==> config.mk <==
export PLATFORM = sky130hd
export DESIGN_NAME = out_buffer_flat
export DESIGN_NICKNAME = d
export VERILOG_FILES = /design/src/rtl/out_buffer_pkg.sv /design/src/rtl/out_buffer_if.sv /design/src/rtl/out_buffer_fifo.sv /design/src/rtl/out_buffer.sv /design/src/flat_wrapper.sv
export SDC_FILE = /design/constraint.sdc
export NUM_CORES = 1
export LEC_CHECK = 0
export CORE_MARGIN = 2
export CORE_UTILIZATION = 52
export DETAILED_ROUTE_END_ITERATION = 7
export PLACE_DENSITY = 0.73
export SLEW_MARGIN = 20
export SYNTH_ARGS = -nofsm -noshare
export SYNTH_HDL_FRONTEND = slang
export SYNTH_SLANG_ARGS = --single-unit
==> constraint.sdc <==
create_clock -name clk -period 2.5 [get_ports clk]
set_input_delay 0.625 -clock clk [delete_from_list [all_inputs] [get_ports clk]]
set_output_delay 0.625 -clock clk [all_outputs]
set_load 0.1 [all_outputs]
==> src/rtl/out_buffer_pkg.sv <==
// out_buffer_pkg
//   Shared types and constants for the CPU OUT-instruction display buffer.
//   DATA_W   : width of a displayed value
//   state_t  : display FSM states; ST_BLANK keeps its encoding even when the
//              blanking feature (OUT_BUFFER_BLANK_EN) is compiled out
//   min_width: bit width able to hold n-1, never less than 1
package out_buffer_pkg;

    localparam int DATA_W = 33;

    typedef enum logic [1:0] {
        ST_IDLE  = 2'b00,
        ST_HOLD  = 2'b01,
        ST_BLANK = 2'b10
    } state_t;

    function automatic int min_width(input int n);
        return (n > 1) ? $clog2(n) : 1;
    endfunction

endpackage

==> src/rtl/out_buffer_if.sv <==
// out_buffer_if
//   Bundles the CPU write handshake, the flush input and the display-side
//   outputs of out_buffer.
//   master : drives wr_valid/wr_data/clear, observes everything else (CPU side)
//   slave  : the buffer itself
//   wr_valid, wr_data, wr_ready : OUT write handshake
//   clear                       : synchronous flush of buffer and display
//   disp_value, cu_showDisplay  : value and enable for the BCD/7-seg stage
//   fifo_count                  : entries currently buffered
interface out_buffer_if
    import out_buffer_pkg::*;
#(
    parameter int DEPTH = 4
) ();

    localparam int CNT_W = $clog2(DEPTH) + 1;

    logic              wr_valid;
    logic [DATA_W-1:0] wr_data;
    logic              wr_ready;
    logic              clear;
    logic [DATA_W-1:0] disp_value;
    logic              cu_showDisplay;
    logic [CNT_W-1:0]  fifo_count;

    modport master (
        output wr_valid, wr_data, clear,
        input  wr_ready, disp_value, cu_showDisplay, fifo_count
    );

    modport slave (
        input  wr_valid, wr_data, clear,
        output wr_ready, disp_value, cu_showDisplay, fifo_count
    );

endinterface

==> src/rtl/out_buffer_fifo.sv <==
// out_buffer_fifo
//   DEPTH-entry synchronous FIFO holding values waiting for the display.
//   clk, rst_n : clock, asynchronous active-low reset
//   i_clear    : synchronous flush; wins over push and pop
//   i_push     : write i_data (ignored when full)
//   i_pop      : drop the head entry (ignored when empty)
//   o_data     : head entry
//   o_count    : number of entries held (0..DEPTH)
//   o_full     : o_count == DEPTH
//   o_empty    : o_count == 0
module out_buffer_fifo
    import out_buffer_pkg::*;
#(
    parameter int DEPTH = 4
) (
    input  logic                    clk,
    input  logic                    rst_n,
    input  logic                    i_clear,
    input  logic                    i_push,
    input  logic                    i_pop,
    input  logic [DATA_W-1:0]       i_data,
    output logic [DATA_W-1:0]       o_data,
    output logic [$clog2(DEPTH):0]  o_count,
    output logic                    o_full,
    output logic                    o_empty
);

    localparam int PTR_W = $clog2(DEPTH);
    localparam int CNT_W = PTR_W + 1;

    logic [DATA_W-1:0] r_mem [DEPTH];
    logic [PTR_W-1:0]  r_wr_ptr;
    logic [PTR_W-1:0]  r_rd_ptr;
    logic [CNT_W-1:0]  r_count;
    logic              w_push;
    logic              w_pop;

    assign o_full  = (r_count == CNT_W'(DEPTH));
    assign o_empty = (r_count == '0);
    assign o_count = r_count;
    assign o_data  = r_mem[r_rd_ptr];

    // A full FIFO refuses the push even when a pop happens on the same edge.
    assign w_push = i_push && !o_full  && !i_clear;
    assign w_pop  = i_pop  && !o_empty && !i_clear;

    always_ff @(posedge clk) begin
        if (w_push) begin
            r_mem[r_wr_ptr] <= i_data;
        end
    end

    // DEPTH is a power of two, so the pointers wrap onto valid slots by themselves.
    always_ff @(posedge clk or negedge rst_n) begin
        if (!rst_n) begin
            r_wr_ptr <= '0;
            r_rd_ptr <= '0;
            r_count  <= '0;
        end else if (i_clear) begin
            r_wr_ptr <= '0;
            r_rd_ptr <= '0;
            r_count  <= '0;
        end else begin
            if (w_push) begin
                r_wr_ptr <= r_wr_ptr + 1'b1;
            end
            if (w_pop) begin
                r_rd_ptr <= r_rd_ptr + 1'b1;
            end
            case ({w_push, w_pop})
                2'b10:   r_count <= r_count + 1'b1;
                2'b01:   r_count <= r_count - 1'b1;
                default: ;
            endcase
        end
    end

endmodule

==> src/rtl/out_buffer.sv <==
// out_buffer
//   Buffers CPU OUT-instruction values and paces them onto the display so each
//   one stays visible for at least HOLD_CYCLES clocks.
//   clk, rst_n : clock, asynchronous active-low reset
//   bus        : out_buffer_if.slave (write handshake, clear, display outputs)
//   Parameters : DEPTH (power of two >= 2), HOLD_CYCLES (>= 2),
//                BLANK_CYCLES (>= 1, only used with OUT_BUFFER_BLANK_EN)
//   Build option: define OUT_BUFFER_BLANK_EN to insert a display-off gap of
//   BLANK_CYCLES clocks between consecutive backlogged values.
//
//   state    | meaning
//   ---------+-------------------------------------------------------------
//   ST_IDLE  | nothing shown; pops the head as soon as the FIFO is non-empty
//   ST_HOLD  | value shown; hold timer counts down and rests at 0
//   ST_BLANK | display off between two values (OUT_BUFFER_BLANK_EN only)
module out_buffer
    import out_buffer_pkg::*;
#(
    parameter int DEPTH        = 4,
    parameter int HOLD_CYCLES  = 50000000,
    parameter int BLANK_CYCLES = 2
) (
    input  logic         clk,
    input  logic         rst_n,
    out_buffer_if.slave  bus
);

    localparam int CNT_W = $clog2(DEPTH) + 1;
    localparam int TMR_W = $clog2(HOLD_CYCLES);
    localparam logic [TMR_W-1:0] HOLD_LOAD = TMR_W'(HOLD_CYCLES - 1);
`ifdef OUT_BUFFER_BLANK_EN
    localparam int BLK_W = min_width(BLANK_CYCLES);
    localparam logic [BLK_W-1:0] BLANK_LOAD = BLK_W'(BLANK_CYCLES - 1);
`endif

    if (DEPTH < 2 || (DEPTH & (DEPTH - 1)) != 0) begin : g_bad_depth
        $error("out_buffer: DEPTH must be a power of two and at least 2");
    end
    if (HOLD_CYCLES < 2) begin : g_bad_hold
        $error("out_buffer: HOLD_CYCLES must be at least 2");
    end
    if (BLANK_CYCLES < 1) begin : g_bad_blank
        $error("out_buffer: BLANK_CYCLES must be at least 1");
    end

    state_t            r_state;
    state_t            w_state_nxt;
    logic [TMR_W-1:0]  r_timer;
    logic [TMR_W-1:0]  w_timer_nxt;
    logic [DATA_W-1:0] r_disp;
    logic [DATA_W-1:0] w_disp_nxt;
    logic              r_show;
    logic              w_show_nxt;
`ifdef OUT_BUFFER_BLANK_EN
    logic [BLK_W-1:0]  r_blank;
    logic [BLK_W-1:0]  w_blank_nxt;
`endif

    logic              w_wr_ready;
    logic              w_push;
    logic              w_pop;
    logic              w_full;
    logic              w_empty;
    logic [DATA_W-1:0] w_head;
    logic [CNT_W-1:0]  w_count;

    // Ready comes only from registered occupancy and the clear input, so it
    // never depends on this cycle's pop decision.
    assign w_wr_ready = !w_full && !bus.clear;
    assign w_push     = bus.wr_valid && w_wr_ready;

    out_buffer_fifo #(
        .DEPTH (DEPTH)
    ) u_fifo (
        .clk     (clk),
        .rst_n   (rst_n),
        .i_clear (bus.clear),
        .i_push  (w_push),
        .i_pop   (w_pop),
        .i_data  (bus.wr_data),
        .o_data  (w_head),
        .o_count (w_count),
        .o_full  (w_full),
        .o_empty (w_empty)
    );

    assign bus.wr_ready       = w_wr_ready;
    assign bus.disp_value     = r_disp;
    assign bus.cu_showDisplay = r_show;
    assign bus.fifo_count     = w_count;

    always_comb begin
        w_state_nxt = r_state;
        w_timer_nxt = r_timer;
        w_disp_nxt  = r_disp;
        w_show_nxt  = r_show;
        w_pop       = 1'b0;
`ifdef OUT_BUFFER_BLANK_EN
        w_blank_nxt = r_blank;
`endif
        if (bus.clear) begin
            w_state_nxt = ST_IDLE;
            w_timer_nxt = '0;
            w_disp_nxt  = '0;
            w_show_nxt  = 1'b0;
`ifdef OUT_BUFFER_BLANK_EN
            w_blank_nxt = '0;
`endif
        end else begin
            case (r_state)
                ST_IDLE: begin
                    if (!w_empty) begin
                        w_pop       = 1'b1;
                        w_disp_nxt  = w_head;
                        w_show_nxt  = 1'b1;
                        w_timer_nxt = HOLD_LOAD;
                        w_state_nxt = ST_HOLD;
                    end
                end
                ST_HOLD: begin
                    // Timer rests at 0; with nothing queued the last value stays up.
                    if (r_timer != '0) begin
                        w_timer_nxt = r_timer - 1'b1;
                    end else if (!w_empty) begin
`ifdef OUT_BUFFER_BLANK_EN
                        w_show_nxt  = 1'b0;
                        w_blank_nxt = BLANK_LOAD;
                        w_state_nxt = ST_BLANK;
`else
                        w_pop       = 1'b1;
                        w_disp_nxt  = w_head;
                        w_timer_nxt = HOLD_LOAD;
`endif
                    end
                end
`ifdef OUT_BUFFER_BLANK_EN
                ST_BLANK: begin
                    // Only the FSM pops and clear is handled above, so the
                    // FIFO is still non-empty when the gap ends.
                    if (r_blank != '0) begin
                        w_blank_nxt = r_blank - 1'b1;
                    end else begin
                        w_pop       = 1'b1;
                        w_disp_nxt  = w_head;
                        w_show_nxt  = 1'b1;
                        w_timer_nxt = HOLD_LOAD;
                        w_state_nxt = ST_HOLD;
                    end
                end
`endif
                default: begin
                    w_state_nxt = ST_IDLE;
                    w_timer_nxt = '0;
                    w_disp_nxt  = '0;
                    w_show_nxt  = 1'b0;
                end
            endcase
        end
    end

    always_ff @(posedge clk or negedge rst_n) begin
        if (!rst_n) begin
            r_state <= ST_IDLE;
            r_timer <= '0;
            r_disp  <= '0;
            r_show  <= 1'b0;
`ifdef OUT_BUFFER_BLANK_EN
            r_blank <= '0;
`endif
        end else begin
            r_state <= w_state_nxt;
            r_timer <= w_timer_nxt;
            r_disp  <= w_disp_nxt;
            r_show  <= w_show_nxt;
`ifdef OUT_BUFFER_BLANK_EN
            r_blank <= w_blank_nxt;
`endif
        end
    end

endmodule
==> src/flat_wrapper.sv <==
// flat-port wrapper written by rule: the top's interface ports become plain ports
module out_buffer_flat import out_buffer_pkg::*;
#(
    parameter int DEPTH        = 4,
    parameter int HOLD_CYCLES  = 50000000,
    parameter int BLANK_CYCLES = 2
)
  (clk, rst_n, bus_wr_valid, bus_wr_data, bus_clear, bus_wr_ready, bus_disp_value, bus_cu_showDisplay, bus_fifo_count);
  out_buffer_if #(.DEPTH(DEPTH)) bus_i ();
  input  logic clk;
  input  logic rst_n;
  input wire logic [$bits(bus_i.wr_valid)-1:0] bus_wr_valid;
  input wire logic [$bits(bus_i.wr_data)-1:0] bus_wr_data;
  input wire logic [$bits(bus_i.clear)-1:0] bus_clear;
  output wire logic [$bits(bus_i.wr_ready)-1:0] bus_wr_ready;
  output wire logic [$bits(bus_i.disp_value)-1:0] bus_disp_value;
  output wire logic [$bits(bus_i.cu_showDisplay)-1:0] bus_cu_showDisplay;
  output wire logic [$bits(bus_i.fifo_count)-1:0] bus_fifo_count;
  assign bus_i.wr_valid = bus_wr_valid;
  assign bus_i.wr_data = bus_wr_data;
  assign bus_i.clear = bus_clear;
  assign bus_wr_ready = bus_i.wr_ready;
  assign bus_disp_value = bus_i.disp_value;
  assign bus_cu_showDisplay = bus_i.cu_showDisplay;
  assign bus_fifo_count = bus_i.fifo_count;
  out_buffer #(.DEPTH(DEPTH), .HOLD_CYCLES(HOLD_CYCLES), .BLANK_CYCLES(BLANK_CYCLES)) u_core (.clk(clk), .rst_n(rst_n), .bus(bus_i));
endmodule
Yosys cells after proc, flatten, opt, wreduce, memory -nomap -nowiden
Memory sizes are Yosys's and may differ from the RTL's.
Index checks and enable logic that the tools add are counted.
{ "op_classes": {"addsub": 5, "eq_ne": 7, "muxes": 26, "reduce_logical": 16} }
{ "ops": {"columns": ["op", "count"], "rows": [
  ["$mux 33", 3],
  ["$mux 26", 3],
  ["$pmux 33 s2", 1],
  ["$pmux 26 s2", 1],
  ["$reduce_bool 26->1", 1],
  ["$sub 26x1->26 const B", 1],
  ["$mux 2", 6],
  ["$mux 1", 7],
  ["$logic_and 1x1->1", 6],
  ["$ne 3x3->1 const B", 2],
  ["$pmux 3 s2", 1],
  ["$add 2x1->2 const B", 2],
  ["$eq 2x1->1 const B", 2],
  ["$pmux 1 s2", 2],
  ["$pmux 2 s2", 1],
  ["$reduce_bool 2->1", 2],
  ["$add 3x1->3 const B", 1],
  ["$eq 3x3->1 const B", 1],
  ["$logic_not 1->1", 3],
  ["$logic_not 3->1", 1],
  ["$mux 3", 1],
  ["$reduce_bool 3->1", 1],
  ["$sub 3x1->3 const B", 1],
  ["$eq 2x2->1 const B", 1],
  ["3 further kinds", 3]
]} }
{ "totals": {"regBits": 69, "ramBits": 132, "inputBits": 37, "output_inout_bits": 38, "wordCells": 62, "mem_count": 1} }
{ "memory_table": {"columns": ["memory", "depth", "width", "rd", "rd_clocked_by_memory_dff", "wr", "line_no", "text"], "rows": [
  ["u_core.u_fifo.r_mem", 4, 33, 1, 0, 1, "out_buffer_fifo.sv:31", "logic [DATA_W-1:0] r_mem [DEPTH];"]
]} }

Longest topological paths before layout
Gate-level depths: netlist (run 1).
{ "depth": {"depth_word": 10, "mapped_depth": 13, "ltp_nobuf": 12} }

By module
Synthesis (run 1) repeated with hierarchy kept, for this count alone.
{ "unflattened": {"hier_cells": 576, "hier_area_um2": 8376.8} }
{ "modules_own_cells": {"columns": ["module", "n_inst", "cells_per_inst", "area_per_inst_um2", "seq_area_each_um2"], "rows": [
  ["out_buffer_fifo", 1, 238, 5378.9, 4139.0],
  ["out_buffer", 1, 338, 2997.9, 1501.4]
]} }

Least setup slack after synthesis (run 1)
Ideal clock, no wire load.
{ "synth_timing": {"path_type": "register to output", "start": "register u_core.u_fifo.r_count[0], in the netlist u_core.u_fifo.o_count[0]", "end": "output port bus_wr_ready", "arrival_ps": 2710, "required_time_ps": 1875, "path_slack_ps": -835, "stages_incl_launch_ff": 3, "n_path_buf": 0, "path_cell_list": "dfrtp_1 nor2_1 a21oi_1"} }
{ "synth_via": {"elab_chain_len": 3} }
{ "synth_rtl": {"columns": ["element", "line_no", "text"], "rows": [
  ["start, declared", "out_buffer_fifo.sv:34", "logic [CNT_W-1:0] r_count;"],
  ["start signal, assigned", "out_buffer_fifo.sv:71", "2'b10: r_count <= r_count + 1'b1;"],
  ["start signal, assigned", "out_buffer_fifo.sv:72", "2'b01: r_count <= r_count - 1'b1;"],
  ["$eq 3x3->1", "out_buffer_fifo.sv:38", "assign o_full = (r_count == CNT_W'(DEPTH));"],
  ["$logic_not 1->1", "out_buffer.sv:69", "assign w_wr_ready = !w_full && !bus.clear;"],
  ["$logic_and 1x1->1", "out_buffer.sv:69", null],
  ["end, declared", "flat_wrapper.sv:15", "output wire logic [$bits(bus_i.wr_ready)-1:0] bus_wr_ready;"]
]} }
Every way passes these cells.

Worst setup path in the final report (run 1)
{ "layout_timing": {"start": "register u_core.r_timer[10]", "end": "register u_core.r_timer[8]"} }
{ "layout_via": {"elab_chain_len": 4} }
{ "layout_rtl": {"columns": ["element", "line_no", "text"], "rows": [
  ["start, declared", "out_buffer.sv:48", "logic [TMR_W-1:0] r_timer;"],
  ["start signal, assigned", "out_buffer.sv:172", "r_timer <= w_timer_nxt;"],
  ["$reduce_bool 26->1", "out_buffer.sv:122", "if (r_timer != '0) begin"],
  ["$mux 26", "out_buffer.sv:122", null],
  ["$pmux 26 s2", "out_buffer.sv:110", "case (r_state)"],
  ["$mux 26", "out_buffer.sv:101", "if (bus.clear) begin"],
  ["named net u_core.w_timer_nxt[8]", "out_buffer.sv:49", "logic [TMR_W-1:0] w_timer_nxt;"]
]} }
The timed path passes the listed nets, and every way through them passes these cells.
A chain may end at the register's enable or synchronous reset.

==> results.py, run 1 <==
metrics = {
    "critical_path": {
        "reg2reg_depth": 6,
        "startpoint_type": "flop",
        "rr_endpoint": "u_core.r_timer[8]",
        "critPathCaptureType": "flop",
        "criticalPathCategory": "flop to flop",
        "required_ns": 2.81,
        "crit_fanout": 38,
        "timing.rr.start": "u_core.r_timer[10]",
        "worst_ep_arrival_time_ns": 2.72,
        "reg2reg_slack_ns": 0.09,
    },
    "route": {
        "dr.pass1.iters": 5,
        "ant_nets": 0,
        "vias_per_cell": 5.81,
        "post_drt_wl_per_cell_um": 20.0,
        "drc_errors": 0,
        "drt-total-wl_mm": 18.2,
        "vias": 5280,
        "drtIter0Drc": 337,
    },
    "floorplan": {
        "die_w_um": 130,
        "core-area_mm2": 0.0158,
        "ios": 75,
        "start_util": 0.527,
        "dieArea_mm2": 0.0170,
        "core.rowCount": 46,
        "die_h_um": 130,
    },
    "worst_hold_path": {
        "min_path_type": "input pin to asynchronous set/reset pin",
    },
    "grt": {
        "grt_pass1_wl_mm": 28.9,
        "grt.total_usage": 0.228,
        "grt_max_degree": 42,
        "grt_pass1_vias": 5466,
        "antenna_found_initial": 0,
        "overflow": 0,
    },
    "outcome": {
        "status": "complete, no violations",
    },
    "timing": {
        "grt_setup_unrepaired": "no",
        "min_period_ns": 2.41,
        "hold_violations": 0,
        "setup_viol": 0,
        "fin_crit_sh": 0.965,
        "worst_slew_pin_slew_ns": 0.858,
        "max_slew_margin": 0.428,
        "slew_viol_final": 0,
        "skew_ns": 0.00957,
        "fmax_mhz": 414,
    },
    "placement": {
        "dpl.hpwl_mm": 11.6,
        "io_buffers": 74,
        "globalplace.congestion": 0.863,
    },
    "synth": {
        "synth-seq-cells": 199,
        "synth_common_cells": "edfxtp_1 (132), nand2_1 (76), dfrtp_1 (67)",
        "synth_cell_types": 64,
        "ys.flop_type": "edfxtp_1",
        "ys_async_sr_fraction": 0.337,
        "syn_area_mm2": 0.00831,
        "yosysSeqAreaShare": 0.679,
        "synth.avg_cell_area_um2": 14.8,
        "synthTopCellsByArea": "edfxtp_1 (48%), dfrtp_1 (20%), mux4_2 (8.9%)",
        "ys_warn_count": 0,
        "syn_inst": 563,
        "syn_nets": 607,
        "synth.most_common_cell": "edfxtp_1",
        "synth_top_area_cell": "edfxtp_1",
        "synth_top_area_share": 0.477,
        "synth-edff-count": 132,
    },
    "clocking": {
        "clock_tree.buffer_depth": 2,
        "insertion_delay_ns": 0.43,
        "cts_root_buffer": "clkbuf_16",
        "cts_tree": "done",
        "clk_pin_slew_worst_paths_ns": 0.07,
        "htree_levels": 4,
        "cts_buffers": 17,
        "clkSinkCount": 199,
    },
    "power_and_ir_drop": {
        "p_leak_nw": 3.81,
        "ir_drop_v": 0.000994,
        "total_power_w": 0.0131,
        "powerDensity_mw_per_mm2": 1260,
    },
    "cells_and_area": {
        "fin_nets": 724,
        "utilization": 0.656,
        "layout-drive-gt1-share": 0.291,
        "diodes": 0,
        "area_delta_synth_final_pct": 24.4,
        "fillers": 1140,
    },
    "job": {
        "cap_violations": 0,
    },
}
placed cells by master, fill, tap and decap left out, types with 3 or more instances in the layout:
master / synthesis / routed
xnor2_1: 5 / 5
nand2_1: 76 / 76
inv_1: 8 / 8
clkinvlp_4: 0 / 3
a21oi_1: 44 / 42
or3_1: 5 / 5
edfxtp_1: 132 / 132
clkdlybuf4s50_1: 0 / 34
and3_1: 5 / 5
nand4_1: 4 / 4
nand3_1: 4 / 4
and2_2: 0 / 4
nor3_1: 18 / 17
nor4_1: 9 / 8
mux4_2: 33 / 33
inv_6: 0 / 3
dfrtp_2: 0 / 6
o31a_1: 3 / 3
a211oi_1: 7 / 6
or4_1: 6 / 3
or4_4: 2 / 5
dfrtp_1: 67 / 61
ha_1: 6 / 6
clkbuf_16: 0 / 17
nor2_1: 25 / 24
buf_4: 1 / 82
a311oi_1: 7 / 7
buf_12: 0 / 14
nor4_2: 5 / 5
o21ai_0: 7 / 6
mux2i_1: 3 / 3
cell type report:
class | count | area (µm²) | share of cell area
inverters | 9 | 33.8 | 0.00327
clock inverters | 12 | 120 | 0.0116
clock buffers | 20 | 447 | 0.0432
flip-flops and latches | 199 | 5650 | 0.546
repair buffers | 131 | 1240 | 0.120
multi-input cells | 322 | 2580 | 0.249
well taps | 216 | 270 | 0.0261
logic make-up after synthesis:
logic type	synth area share
AO/OA/AOI/OAI	0.0755
multiplexers	0.0944
flip-flops	0.679
buffers and inverters	0.0223
AND/OR/NAND/NOR	0.111
adder cells (fa/ha/maj)	0.0114
XOR/XNOR	0.00633
registers in the layout, summed over array words and instances (netlist names):
register                cells
u_core.u_fifo.r_mem       132
u_core.bus.disp_value      33
u_core.r_timer             26
u_core.u_fifo.o_count       3
u_core.u_fifo.r_rd_ptr      2
u_core.u_fifo.r_wr_ptr      2
u_core.r_state              1
report_power, final:
part	internal, W	switching (W)
logic	0.00199	0.00393
clock network	0.00142	0.00121
registers	0.00405	0.000472
total	0.00746	0.00561
stage by stage:
step	instances	setup slack, ns	instance area, µm²	TNS (ns)	hold WS, ns
after floorplan	563	-0.0468	8360	-0.0889	0.329
after global placement	874	-0.296	9710	-0.296	0.479
after detailed placement	874	-0.395	9710	-0.459	0.509
after CTS	906	0.00127	10300	0	0.217
after global routing	909	0.000489	10300	0	0.243
final	909	0.0873	10300	0	0.208
how the worst max path moves through the flow:
stage / startpoint / to / cells after the start
floorplan: u_core.r_timer[19] / u_core.u_fifo.o_count[1] / 7
global placement: bus_wr_valid / u_core.u_fifo.o_count[2] / 10
detailed placement: bus_wr_valid / u_core.u_fifo.o_count[2] / 10
CTS: u_core.r_timer[0] / u_core.u_fifo.o_count[2] / 11
global route: u_core.u_fifo.o_count[2] / u_core.u_fifo.o_count[2] / 9
finish: u_core.r_timer[10] / u_core.r_timer[8] / 6
metal layers:
| metal | routed length, µm | track usage |
|---|---|---|
| met1 | 7390 | 0.291 |
| met2 | 9390 | 0.391 |
| met3 | 1110 | 0.0562 |
| met4 | 277 | 0.0682 |
| met5 | 0 | 0 |
worst max-delay path, cell delays in order (launching register included):
cell	delay [ns]
dfrtp_1	0.38
or4_4	0.58
nor4_4	0.38
a21oi_4	0.11
buf_4	0.31
o2111a_1	0.22
or2_2	0.30
repair_timing:
action	4_1_cts	5_1_grt
setup endpoints to repair	16	7
buffers inserted	0	3
gates resized for setup	3	6
hold buffers	0	0
pin swaps	0	5
No activity file was read; power rests on OpenSTA's default activity.
==> run 2: changes to the inputs <==
--- a/config.mk
+++ b/config.mk
@@ -13,3 +13,4 @@
 export SYNTH_ARGS = -nofsm -noshare
 export SYNTH_HDL_FRONTEND = slang
 export SYNTH_SLANG_ARGS = --single-unit
+export TNS_END_PERCENT = 30
==> results of run 2 <==
No change in the layout: final DEF, timing and power equal those of run 1.
==> run 3: changes to the inputs <==
--- a/config.mk
+++ b/config.mk
@@ -8,6 +8,7 @@
 export CORE_MARGIN = 2
 export CORE_UTILIZATION = 52
 export DETAILED_ROUTE_END_ITERATION = 7
+export MAX_ROUTING_LAYER = met4
 export PLACE_DENSITY = 0.73
 export SLEW_MARGIN = 20
 export SYNTH_ARGS = -nofsm -noshare
==> run 3 against run 2 <==
  * Sequential power about the same
  * Critical path depth unchanged
  * First-iteration DRC count up 0.30%
  * Count of clock-buffer cells in the layout unchanged
  * Non-clock buffer count unchanged
  * Maximum frequency about the same
  * Global-route usage up 0.72 points
  * Combinational power about the same
  * Via count up 0.53%
  * Register-to-register slack about the same
  * Critical endpoint unchanged
  * Largest cell class unchanged
  * Highest routed layer unchanged
==> results.py, run 3 (synthesized netlist as in run 1, its figures left out) <==
metrics = {
    "cells_and_area": {
        "final_area_mm2": 0.0103,
        "diodes": 0,
        "largest_reg_flops": 132,
        "finalNonFillerCells": 909,
        "layout_common_cells": "edfxtp_1 (132), buf_4 (82), nand2_1 (76)",
        "fin_nets": 724,
        "mostFrequentLayoutCell": "edfxtp_1",
        "regMostFlops": "u_core.u_fifo.r_mem",
        "layout-drive-gt1-share": 0.291,
        "fillers": 1140,
        "area_delta_synth_final_pct": 24.4,
    },
    "grt": {
        "overflow": 0,
        "grt_pass1_wl_mm": 28.9,
        "grt_max_degree": 42,
        "grt.total_usage": 0.235,
        "antenna_found_initial": 0,
        "grt_pass1_vias": 5473,
    },
    "critical_path": {
        "startpoint_type": "flop",
        "required_ns": 2.81,
        "criticalPathCategory": "flop to flop",
        "critPathCaptureType": "flop",
        "worst_ep_arrival_time_ns": 2.73,
        "crit_fanout": 38,
    },
    "route": {
        "dr.pass1.iters": 5,
        "drtIter0Drc": 338,
        "highest-signal-layer": "met4",
        "drc_errors": 0,
        "met3_length_um": 971,
        "ant_nets": 0,
        "vias": 5308,
        "drt-total-wl_mm": 18.2,
        "route.met2.wl_mm": 9.41,
        "vias_per_cell": 5.84,
        "wl_met1_mm": 7.55,
        "post_drt_wl_per_cell_um": 20.0,
    },
    "job": {
        "cap_violations": 0,
    },
    "clocking": {
        "cts_root_buffer": "clkbuf_16",
        "htree_levels": 4,
        "insertion_delay_ns": 0.43,
        "cts_buffers": 17,
        "clk_pin_slew_worst_paths_ns": 0.07,
        "clock_tree.buffer_depth": 2,
        "cts_tree": "done",
        "clkSinkCount": 199,
    },
    "floorplan": {
        "dieArea_mm2": 0.0170,
        "core-area_mm2": 0.0158,
        "ios": 75,
        "die_h_um": 130,
        "die_w_um": 130,
        "core.rowCount": 46,
        "start_util": 0.527,
    },
    "placement": {
        "post-place-ws_ns": -0.395,
        "dp_cells": 874,
        "dpl.hpwl_mm": 11.6,
        "io_buffers": 74,
        "place_area_mm2": 0.00971,
        "globalplace.congestion": 0.877,
    },
    "timing": {
        "skew_ns": 0.00995,
        "min_period_ns": 2.41,
        "slew_viol_final": 0,
        "max_slew_margin": 0.435,
        "fin_ws_ns": 0.0861,
        "grt_setup_unrepaired": "no",
        "fin_crit_sh": 0.966,
        "hold_violations": 0,
        "fmax_mhz": 414,
        "setup_viol": 0,
        "worst_slew_pin_slew_ns": 0.847,
    },
    "power_and_ir_drop": {
        "ir_drop_v": 0.000995,
        "p_int_w": 0.00746,
        "powerDensity_mw_per_mm2": 1270,
        "p_leak_nw": 3.81,
        "switchingPower_w": 0.00562,
        "p_seq_frac": 0.346,
        "p_comb_frac": 0.453,
        "switching_share": 0.430,
        "clkPwrFrac": 0.201,
        "total_power_w": 0.0131,
    },
    "worst_hold_path": {
        "min_path_type": "input pin to asynchronous set/reset pin",
    },
    "outcome": {
        "status": "complete, no violations",
    },
}
-- run 3: cell counts in the layout (fill, tap and decap cells not counted) --
No cell type changed its count.
-- run 3: worst paths after layout --
check	slack, ns	cells after the start	startpoint	end
setup / recovery	0.09	6	u_core.r_timer[10]	u_core.r_timer[8]
min in group clk	0.52	2	u_core.bus.disp_value[1]	u_core.bus.disp_value[1]
hold reg to reg	0.52	2	u_core.bus.disp_value[1]	u_core.bus.disp_value[1]
setup reg to reg	0.09	6	u_core.r_timer[10]	u_core.r_timer[8]
max in group asynchronous	1.72	2	rst_n	u_core.bus.disp_value[11]
hold / removal	0.20	1	rst_n	u_core.r_timer[2]
-- run 3: layout make-up --
class	instances	area, µm²	area share
clock buffer	20	447	0.0432
multi-input combinational	322	2580	0.249
timing repair buffer	131	1240	0.120
sequential	199	5650	0.546
inverter	9	33.8	0.00327
clock inverter	12	120	0.0116
tap	216	270	0.0261
-- run 3: worst max-delay path, stage by stage, from the launching register on --
cell	delay [ns]
dfrtp_1	0.38
or4_4	0.58
nor4_4	0.38
a21oi_4	0.11
buf_4	0.31
o2111a_1	0.22
or2_2	0.30
-- run 3: repair_timing --
action,4_1_cts,5_1_grt
pin swaps,0,5
gates cloned,0,0
resized for setup,3,6
endpoints found under the setup margin,16,7
buffers inserted,0,3
hold buffers,0,0
-- run 3: metrics by stage --
step                       util  setup TNS, ns  hold slack [ns]
final                     0.656              0            0.205
after global routing      0.656              0            0.243
after CTS                 0.653              0            0.217
after detailed placement  0.615         -0.459            0.509
after global placement    0.615         -0.296            0.479
after floorplan               -        -0.0889            0.329
-- run 3: power by group through the flow --
stage / registers, W / clock network [W] / logic, W
detailed placement: 0.00458 / 0 / 0.00581
CTS: 0.00452 / 0.00268 / 0.00588
global route: 0.00459 / 0.00281 / 0.00628
global placement: 0.00455 / 0 / 0.00570
floorplan: 0.00615 / 0 / 0.00242
finish: 0.00452 / 0.00263 / 0.00592
-- run 3: routing by layer --
layer  up-vias  GRT usage
met5         -          -
met4         0     0.0682
met3        25     0.0550
met2       168      0.391
met1      2710      0.292
li1       2405          -
